### src/rtl/uart_tx_buf.sv
// Byte FIFO feeding an 8N1 UART transmitter; bit period is latched from baud
// when a byte is popped, so a frame in flight never sees baud changes.
module uart_tx_buf #(
    parameter int DEPTH = 16
) (
    input  logic                     msoc_clk,
    input  logic                     rstn,
    input  logic                     wr_en,
    input  logic [7:0]               wr_data,
    input  logic [15:0]              baud,
    input  logic                     wrerr_clr,
    output logic                     tx,
    output logic                     busy,
    output logic                     full,
    output logic                     empty,
    output logic [$clog2(DEPTH):0]   count,
    output logic                     wrerr
);

    localparam int AW = $clog2(DEPTH);
    localparam logic [AW-1:0] PTR_ONE  = (AW)'(1);
    localparam logic [AW:0]   CNT_ONE  = (AW+1)'(1);
    localparam logic [AW:0]   CNT_FULL = (AW+1)'(DEPTH);

    typedef enum logic [1:0] {IDLE, START, DATA, STOP} state_t;

    logic [7:0]    mem [DEPTH];
    logic [AW-1:0] wr_ptr;
    logic [AW-1:0] rd_ptr;
    logic [AW:0]   cnt;
    logic          push;
    logic          pop;
    logic          ovf;

    state_t        state, state_n;
    logic          tx_r, tx_n;
    logic [7:0]    sh, sh_n;
    logic [15:0]   bitlen, bitlen_n;
    logic [15:0]   bcnt, bcnt_n;
    logic [2:0]    bidx, bidx_n;

    assign full  = (cnt == CNT_FULL);
    assign empty = (cnt == '0);
    assign count = cnt;
    assign push  = wr_en & ~full;
    // An overflowing write is dropped even if a pop frees a slot on the same edge.
    assign ovf   = wr_en & full;
    assign tx    = tx_r;
    assign busy  = (state != IDLE);

    always_ff @(posedge msoc_clk) begin
        if (push) begin
            mem[wr_ptr] <= wr_data;
        end
    end

    always_ff @(posedge msoc_clk or negedge rstn) begin
        if (!rstn) begin
            wr_ptr <= '0;
            rd_ptr <= '0;
            cnt    <= '0;
            wrerr  <= 1'b0;
        end else begin
            if (push) wr_ptr <= wr_ptr + PTR_ONE;
            if (pop)  rd_ptr <= rd_ptr + PTR_ONE;
            case ({push, pop})
                2'b10:   cnt <= cnt + CNT_ONE;
                2'b01:   cnt <= cnt - CNT_ONE;
                default: cnt <= cnt;
            endcase
            if (ovf) begin
                wrerr <= 1'b1;
            end else if (wrerr_clr) begin
                wrerr <= 1'b0;
            end
        end
    end

    always_ff @(posedge msoc_clk or negedge rstn) begin
        if (!rstn) begin
            state  <= IDLE;
            tx_r   <= 1'b1;
            sh     <= '0;
            bitlen <= '0;
            bcnt   <= '0;
            bidx   <= '0;
        end else begin
            state  <= state_n;
            tx_r   <= tx_n;
            sh     <= sh_n;
            bitlen <= bitlen_n;
            bcnt   <= bcnt_n;
            bidx   <= bidx_n;
        end
    end

    always_comb begin
        state_n  = state;
        tx_n     = tx_r;
        sh_n     = sh;
        bitlen_n = bitlen;
        bcnt_n   = bcnt;
        bidx_n   = bidx;
        pop      = 1'b0;
        case (state)
            IDLE: begin
                if (!empty) begin
                    pop      = 1'b1;
                    sh_n     = mem[rd_ptr];
                    bitlen_n = (baud == 16'd0) ? 16'd1 : baud;
                    bcnt_n   = bitlen_n - 16'd1;
                    tx_n     = 1'b0;
                    state_n  = START;
                end
            end
            START: begin
                if (bcnt == 16'd0) begin
                    state_n = DATA;
                    tx_n    = sh[0];
                    sh_n    = {1'b0, sh[7:1]};
                    bidx_n  = 3'd0;
                    bcnt_n  = bitlen - 16'd1;
                end else begin
                    bcnt_n = bcnt - 16'd1;
                end
            end
            DATA: begin
                if (bcnt == 16'd0) begin
                    bcnt_n = bitlen - 16'd1;
                    if (bidx == 3'd7) begin
                        state_n = STOP;
                        tx_n    = 1'b1;
                    end else begin
                        bidx_n = bidx + 3'd1;
                        tx_n   = sh[0];
                        sh_n   = {1'b0, sh[7:1]};
                    end
                end else begin
                    bcnt_n = bcnt - 16'd1;
                end
            end
            STOP: begin
                if (bcnt == 16'd0) begin
                    state_n = IDLE;
                end else begin
                    bcnt_n = bcnt - 16'd1;
                end
            end
            default: state_n = IDLE;
        endcase
    end

endmodule

### config.mk
export PLATFORM = sky130hd
export DESIGN_NAME = uart_tx_buf
export DESIGN_NICKNAME = d
export VERILOG_FILES = /design/src/rtl/uart_tx_buf.sv
export SDC_FILE = /design/constraint.sdc
export NUM_CORES = 1
export LEC_CHECK = 0
export CAP_MARGIN = 15
export CORE_UTILIZATION = 65
export DETAILED_ROUTE_END_ITERATION = 7
export DONT_BUFFER_PORTS = 1
export HOLD_SLACK_MARGIN = 0.08
export PLACE_DENSITY = 0.81
export SYNTH_ARGS = -nofsm -noshare
export SYNTH_HDL_FRONTEND = slang
export SYNTH_SLANG_ARGS = --single-unit
### constraint.sdc
create_clock -name msoc_clk -period 5.7 [get_ports msoc_clk]
set_input_delay 1.14 -clock msoc_clk [delete_from_list [all_inputs] [get_ports msoc_clk]]
set_output_delay 1.14 -clock msoc_clk [all_outputs]
set_load 0.01 [all_outputs]
==> results.cfg, run 1 <==
[outcome]
status = complete, no violations

[synth]
synth_nets = 734
synth_edf_count = 128
ys_top_cells_by_area = edfxtp_1, dfrtp_1, mux4_2
synth-seq-cells = 188
syn_inst = 685
synth_common_cells = edfxtp_1, nand2_1, dfrtp_1
synth_most_common_cell = edfxtp_1
yosys_warnings = 0
synthFlopType = edfxtp_1
syn_area_um2 = 8920
yosysUniqueCellTypes = 58
async_reset_ff_share_pct = 31.9
avgSynthCellArea_um2 = 13.0
synth_area_leader_cell = edfxtp_1
yosysTopAreaCellShare_pct = 43.1
ys_seq_area_share_pct = 60.0

[drt]
drt_pass1_iterations = 5
routed-via-count = 5794
drc = 0
routed_wl_um = 20600
drt_iter0_markers = 633
wl_per_cell_um = 23.7
vias_per_cell = 6.68
antenna_left = 0

[timing]
slew_headroom_pct = 18.1
drv_slew = 0
skew_ns = 0.0148
rsz0062_at_grt = no
fin_tns_setup_ns = 0
finalWorstSetupSlack_ns = 1.60
finalSetupViolCount = 0
finalCritPeriodShare_pct = 71.9
worstMarginPinSlew_ns = 1.23
min_period_ns = 4.10
timing.fmax_mhz = 244
hold_viol = 0

[cts]
cts_resized = 0
clock-sinks = 188
h-tree-depth = 4
cts_hold_buf = 0
clk_pin_slew_ns = 0.08
cts_setup_buffers = 0
numCtsBuffers = 17
clockRootBuffer = clkbuf_16
cts_tree = built
clk-insertion-delay-late_ns = 0.44
ctsLongestPathBuffers = 2

[placed_design]
place.detailed.hpwl_um = 13500
place_ws_ns = 1.73
numPortBuffers = 0
gp_congestion = 0.963

[grt]
antenna_found_initial = 0
grt_usage_pct = 31.4
first_global_vias = 5843
grt_start_max_net_pins = 61
grt_pass1_wl_um = 32600
gr-total-overflow = 0

[floorplanning]
core_area_um2 = 13300
start_util_pct = 67.1
dieHeight_um = 119
die_x_um = 119
dieArea_um2 = 14200
io_pins = 38
placementRows = 42

[worst_setup_path]
worst-setup-path-type = reg2reg
r2r_end = count[4]
end_kind = register
cp-start-kind = register
r2r_setup_slack_ns = 1.60
arrival_ns = 4.42
worstPathMaxFanout = 20
crit_required_ns = 6.02
r2r-start = count[0]
ff2ff_path_depth = 13

[pwr]
power.internal_mw = 3.21
vdd_drop_max_v = 0.000332
combPwrFrac_pct = 36.9
clkPwrFrac_pct = 21.9
switching_share_pct = 38.9
seq_power_share_pct = 41.2
switchingPower_mw = 2.04
leakagePower_nw = 3.48
powerDensity_nw_per_um2 = 544

[final_layout]
nets = 728
final_layout_size_suffix_gt1_share_pct = 14.3
diodes = 0
area_growth_pct = 8.01

[flow_run]
maxCapViolations = 0

[worst_hold_path]
hold_path.class = in2async
==> power by group through the flow <==
| stage | sequential, mW | clock (mW) | combinational [mW] |
|---|---|---|---|
| 3_3_place_gp | 2.16 | 0 | 1.78 |
| 3_5_place_dp | 2.18 | 0 | 1.86 |
| 4_1_cts | 2.16 | 1.15 | 1.91 |
| 5_1_grt | 2.21 | 1.21 | 2.11 |
| 6_report | 2.16 | 1.15 | 1.93 |
| 2_1_floorplan | 1.96 | 0 | 1.59 |
==> sequential cells by signal, indices dropped and copies added (netlist names) <==
signal  cells
tx          1
bcnt       16
rd_ptr      4
count       5
state       2
bidx        3
mem       128
wr_ptr      4
wrerr       1
sh          8
bitlen     16
==> area by class of cell <==
cell class	instances	area (µm²)
multi-input combinational	442	3340
inverter	23	86.3
clock inverter	15	153
clock buffer	17	425
sequential	188	5350
tap	176	220
timing repair buffer	7	56.3
fill	800	3660
==> through the flow <==
step	hold WS [ns]	area (µm²)	utilization, %	instances	power (mW)
after CTS	0.383	9620	72.4	867	5.22
after floorplan	0.449	8920	-	685	3.55
after global placement	0.461	9030	67.9	833	3.94
after detailed placement	0.476	9040	68.0	835	4.04
final	0.387	9630	72.4	868	5.24
after global routing	0.373	9630	72.4	868	5.52
==> worst max-delay path: stages (launching register included) <==
cell,delay (ns)
dfrtp_1,0.47
nor4_1,0.41
nor2b_1,0.46
nand2b_1,0.61
inv_1,0.47
ha_1,0.38
inv_1,0.13
fa_1,0.22
inv_1,0.05
a21o_1,0.18
a21oi_1,0.18
xnor2_1,0.16
nor2_1,0.10
xor2_1,0.16
==> layout by cell type (no fill, tap or decap), types with 4 or more instances in the layout <==
cell       instances
mux2_2            10
inv_1             23
a31oi_1            7
o211ai_1           7
ha_1              20
nand3_1            8
edfxtp_1         128
inv_6              4
a21o_1             4
buf_4              6
nor4_1            14
a22o_1             7
nand2_1           98
o21ai_0           24
a2111oi_0          7
nand2b_1           6
or4_1              7
o22ai_1           13
clkbuf_16         17
a21oi_1           17
o31ai_1           13
nor2_1            40
xnor2_1           26
xor2_1            12
dfrtp_1           58
or3_1              6
nor2b_1            9
nor3_1            10
mux4_2            33
==> kinds of logic after synthesis <==
| family | Yosys count | synth area share [%] |
|---|---|---|
| muxes | 45 | 9.82 |
| AOI/OAI and AO/OA | 117 | 8.86 |
| and+or+nand+nor | 221 | 12.0 |
| xor gates and xnor gates | 38 | 3.73 |
| DFF | 188 | 60.0 |
| adders and majority gates | 21 | 3.03 |
| buffers and inverters | 55 | 2.55 |
==> worst max path at each step <==
| stage | start | to | slack (ns) | cells after the start |
|---|---|---|---|---|
| 3_3_place_gp | count[1] | count[4] | 1.99 | 13 |
| 2_1_floorplan | count[1] | count[4] | 2.55 | 15 |
| 6_report | count[0] | count[4] | 1.60 | 13 |
| 3_5_place_dp | count[0] | count[4] | 1.73 | 13 |
| 5_1_grt | count[1] | count[4] | 1.26 | 13 |
| 4_1_cts | count[0] | count[4] | 1.67 | 13 |
==> routing by layer <==
metal / wire length [µm] / track usage (%)
met1: 8110 / 40.0
met4: 766 / 13.8
met5: 0 / 0
met2: 10200 / 50.8
met3: 1560 / 8.72
(Power assumes the default switching activity.)
==> inputs of run 2 (changes only) <==
--- a/config.mk
+++ b/config.mk
@@ -6,11 +6,11 @@
 export NUM_CORES = 1
 export LEC_CHECK = 0
 export CAP_MARGIN = 15
-export CORE_UTILIZATION = 65
+export CORE_UTILIZATION = 64
 export DETAILED_ROUTE_END_ITERATION = 7
 export DONT_BUFFER_PORTS = 1
 export HOLD_SLACK_MARGIN = 0.08
-export PLACE_DENSITY = 0.81
+export PLACE_DENSITY = 0.8
 export SYNTH_ARGS = -nofsm -noshare
 export SYNTH_HDL_FRONTEND = slang
 export SYNTH_SLANG_ARGS = --single-unit
==> constraint.sdc (replaced) <==
create_clock -name msoc_clk -period 4.3 [get_ports msoc_clk]
set_input_delay 0.86 -clock msoc_clk [delete_from_list [all_inputs] [get_ports msoc_clk]]
set_output_delay 0.86 -clock msoc_clk [all_outputs]
set_load 0.01 [all_outputs]
==> run 2 against run 1 <==
Worst setup slack got worse by 0.51 ns; sequential cell count is the same; core utilization shrank 0.10 points; critical path type unchanged; critical endpoint unchanged; combinational power grew 38%; highest routed layer unchanged.
==> results.cfg, run 2 (synthesis gave the netlist of run 1 again) <==
[timing]
finalSetupViolCount = 0
hold_viol = 0
timing.fmax_mhz = 312
worstMarginPinSlew_ns = 1.30
rsz0062_at_grt = no
skew_ns = 0.00922
slew_headroom_pct = 13.6
drv_slew = 0
min_period_ns = 3.20
finalCritPeriodShare_pct = 74.5
fin_tns_setup_ns = 0

[cts]
ctsLongestPathBuffers = 2
clk-insertion-delay-late_ns = 0.44
clk_pin_slew_ns = 0.07
clockRootBuffer = clkbuf_16
clock-sinks = 188
cts_resized = 0
numCtsBuffers = 17
cts_setup_buffers = 0
h-tree-depth = 4
cts_tree = built
cts_hold_buf = 0

[grt]
grt_pass1_wl_um = 32600
grt_start_max_net_pins = 61
first_global_vias = 5758
antenna_found_initial = 0
gr-total-overflow = 0
grt_usage_pct = 31.3

[drt]
antenna_left = 0
vias_per_cell = 6.63
routed-via-count = 5780
wl_per_cell_um = 23.9
drc = 0
drt_iter0_markers = 571
routed_wl_um = 20800
drt_pass1_iterations = 5

[final_layout]
area_growth_pct = 8.71
multiInputGateArea_um2 = 3340
stdcell_area_um2 = 9690
layout_commonest_cell = edfxtp_1
largest_register_ffs = 128
fill_cells = 883
top_register = mem
most-common-layout-cells = edfxtp_1, nand2_1, dfrtp_1
register_area_um2 = 5350
reg_top3 = mem (128), bcnt (16), bitlen (16)
final_layout_size_suffix_gt1_share_pct = 14.7
nets = 732
diodes = 0

[worst_setup_path]
r2r_setup_slack_ns = 1.10
worstPathMaxFanout = 20
worst-setup-path-type = reg2reg
arrival_ns = 3.52
ff2ff_path_depth = 14
r2r_end = count[4]
crit_required_ns = 4.62
end_kind = register
cp-start-kind = register
r2r-start = count[1]

[floorplanning]
dieHeight_um = 120
io_pins = 38
dieArea_um2 = 14400
placementRows = 42
core_area_um2 = 13400
start_util_pct = 66.5
die_x_um = 120

[placed_design]
place.detailed.hpwl_um = 14000
placed_area_um2 = 9070
numPortBuffers = 0
gp_congestion = 0.944

[pwr]
leakagePower_nw = 3.52
vdd_drop_max_v = 0.000525
powerDensity_nw_per_um2 = 731

[flow_run]
maxCapViolations = 0

[outcome]
status = complete, no violations

[worst_hold_path]
hold_path.class = in2async
run 2: cell types whose count changed in the layout (fill, tap and decap cells not counted), moves of 2 or more:
cell       before  now
inv_4           2    0
clkinv_4        2    0
buf_4           6   10
inv_6           4    7
bufinv_16       0    2
run 2: critical path, cell delays in order, from the launching register on:
cell,delay [ns]
dfrtp_1,0.46
nor4_1,0.36
nor2b_1,0.17
buf_4,0.17
nand2b_1,0.14
inv_1,0.31
ha_1,0.38
inv_1,0.12
fa_1,0.23
inv_1,0.05
a21o_1,0.16
a21oi_1,0.17
xnor2_1,0.14
nor2_1,0.07
xor2_1,0.14
run 2: per-layer routing:
metal	global-route usage, %	up-vias	part of all wire, %
met2	53.1	260	52
met5	0	-	0
met3	6.89	58	6.2
li1	-	2570	-
met4	13.0	0	3.5
met1	38.8	2892	38
run 2: final cells by class:
cell class,count,area share [%]
inverters,23,0.891
multi-input cells,442,34.5
clock inverters,15,1.99
repair buffers,11,0.826
well taps,176,2.27
clock buffers,17,4.39
flip-flops and latches,188,55.2
run 2: how the worst max path moves through the flow:
stage	startpoint	end	slack, ns	cells after the start
after floorplan	count[1]	count[4]	1.15	15
after global placement	baud[2]	bcnt[6]	1.19	9
after detailed placement	baud[6]	bcnt[14]	1.08	10
after CTS	count[1]	count[4]	1.12	14
after global routing	count[0]	count[4]	0.75	14
final	count[1]	count[4]	1.10	14
run 2: where the power goes:
part | switching, mW | internal (mW)
sequential | 0.430 | 2.34
clock | 0.753 | 0.891
combinational | 1.51 | 1.15
run 2: per-stage QoR:
step / instances / hold slack [ns] / util (%) / setup slack [ns] / power, mW
2_1_floorplan: 685 / 0.449 / - / 1.15 / 4.71
3_3_place_gp: 838 / 0.464 / 67.6 / 1.19 / 5.29
3_5_place_dp: 839 / 0.468 / 67.7 / 1.08 / 5.41
4_1_cts: 871 / 0.0915 / 72.3 / 1.12 / 7.08
5_1_grt: 872 / 0.0902 / 72.3 / 0.755 / 7.45
6_report: 872 / 0.109 / 72.3 / 1.10 / 7.08
==> inputs of run 3 (changes only) <==
==> constraint.sdc (replaced) <==
create_clock -name msoc_clk -period 3 [get_ports msoc_clk]
set_input_delay 0.6 -clock msoc_clk [delete_from_list [all_inputs] [get_ports msoc_clk]]
set_output_delay 0.6 -clock msoc_clk [all_outputs]
set_load 0.01 [all_outputs]
==> run 3 against run 2 <==
First-iteration DRC count increased by 38%; hold slack improved by 0.14 ns; sequential cell count unchanged; fmax increased by 17%; sequential power increased by 43%; critical path type unchanged; critical endpoint unchanged; largest power group is now combinational logic; highest routed layer unchanged.
==> results.cfg, run 3 (synthesis gave the netlist of run 1 again) <==
[outcome]
status = complete, no violations

[cts]
clock-sinks = 188
cts_tree = built
clockRootBuffer = clkbuf_16
h-tree-depth = 4
ctsLongestPathBuffers = 2
clk_pin_slew_ns = 0.07
numCtsBuffers = 17
cts_setup_buffers = 0
clk-insertion-delay-late_ns = 0.44

[placed_design]
placed_cells = 856
place.detailed.hpwl_um = 13900
gp_congestion = 0.961
place_ws_ns = 0.0351
numPortBuffers = 0

[grt]
grt_pass1_wl_um = 34100
first_global_vias = 6073
antenna_found_initial = 0
gr-total-overflow = 0
grt_start_max_net_pins = 61
grt_usage_pct = 32.9

[timing]
finalCritPeriodShare_pct = 91.6
fin_tns_setup_ns = 0
drv_slew = 0
timing.fmax_mhz = 364
worstMarginPinSlew_ns = 1.26
rsz0062_at_grt = no
finalWorstSetupSlack_ns = 0.251
hold_viol = 0
min_period_ns = 2.75
slew_headroom_pct = 15.7
skew_ns = 0.00735
finalSetupViolCount = 0

[drt]
drt_pass1_iterations = 5
routed-via-count = 5943
wl_per_cell_um = 24.4
drt_iter0_markers = 787
vias_per_cell = 6.66
drc = 0
routed_wl_um = 21700
antenna_left = 0

[pwr]
seq_power_share_pct = 38.8
power.internal_mw = 6.27
clkPwrFrac_pct = 21.5
switching_share_pct = 38.8
combPwrFrac_pct = 39.7
powerDensity_nw_per_um2 = 1040
leakagePower_nw = 3.61
total_power_mw = 10.2
vdd_drop_max_v = 0.000741
switchingPower_mw = 3.97

[floorplanning]
die_x_um = 120
placementRows = 42
io_pins = 38
dieHeight_um = 120
core_area_um2 = 13400
dieArea_um2 = 14400
start_util_pct = 66.5

[final_layout]
most-common-layout-cells = edfxtp_1, nand2_1, dfrtp_1
reg_top3 = mem (128), bcnt (16), bitlen (16)
diodes = 0
instances_no_fill = 892
largest_register_ffs = 128
final_core_util_pct = 73.6
area_growth_pct = 10.6
nets = 752
layout_commonest_cell = edfxtp_1
final_layout_size_suffix_gt1_share_pct = 17.0
top_register = mem
fill_cells = 830

[worst_setup_path]
end_kind = register
r2r-start = count[1]
arrival_ns = 3.07
r2r_end = count[4]
ff2ff_path_depth = 13
worstPathMaxFanout = 5
r2r_setup_slack_ns = 0.25
cp-start-kind = register
crit_required_ns = 3.32
worst-setup-path-type = reg2reg

[flow_run]
maxCapViolations = 0

[worst_hold_path]
hold_path_depth = 0
hp-start = wr_data[7]
hold_path.class = in2reg
holdPathEnd = mem[6][7]
run 3: routing by layer:
layer | global-route usage (%) | wire [µm]
met5 | 0 | 0
met4 | 15.4 | 765
met3 | 7.27 | 1420
met2 | 55.5 | 11300
met1 | 40.4 | 8270
run 3: metrics by stage:
step,area (µm²),hold slack [ns]
final,9860,0.246
after global routing,9860,0.227
after CTS,9840,0.232
after detailed placement,9230,0.306
after global placement,9230,0.306
after floorplan,8920,0.304
run 3: area by class of cell:
type	instances	area, µm²	area share [%]
Clock buffer	18	429	4.35
Clock inverter	14	143	1.45
Inverter	23	86.3	0.876
Multi-Input combinational cell	442	3360	34.0
Sequential cell	188	5350	54.2
Tap cell	176	220	2.23
Timing Repair Buffer	31	278	2.82
run 3: worst max path at each step:
stage,endpoint,cells after the start,slack [ns],startpoint
floorplan,count[4],15,0.08,count[1]
global route,count[4],13,0.05,count[1]
finish,count[4],13,0.25,count[1]
global placement,bcnt[14],10,0.16,baud[6]
detailed placement,bcnt[14],10,0.04,baud[3]
CTS,count[4],13,0.18,count[0]
run 3: power groups by stage:
| stage | registers (mW) | logic, mW | clock network, mW |
|---|---|---|---|
| 2_1_floorplan | 3.73 | 3.03 | 0 |
| 3_5_place_dp | 3.98 | 3.93 | 0 |
| 4_1_cts | 3.95 | 4.02 | 2.22 |
| 3_3_place_gp | 3.94 | 3.79 | 0 |
| 6_report | 3.97 | 4.06 | 2.20 |
| 5_1_grt | 4.03 | 4.41 | 2.30 |
run 3: what timing repair did:
action                                  in CTS  in global routing
resized for setup                            0                  1
endpoints found under the hold margin       60                  0
hold buffers                                 2                  0
endpoints found under the setup margin       0                  1
run 3: critical path, stage by stage (launching register included):
cell and delay [ns]:
dfrtp_1 0.47, nor4_2 0.39, nor2b_4 0.21, nand2b_1 0.12
inv_1 0.08, ha_1 0.25, inv_1 0.13, fa_1 0.22
inv_1 0.06, a21o_1 0.18, a21oi_1 0.18, xnor2_1 0.13
nor2_1 0.06, xor2_1 0.14
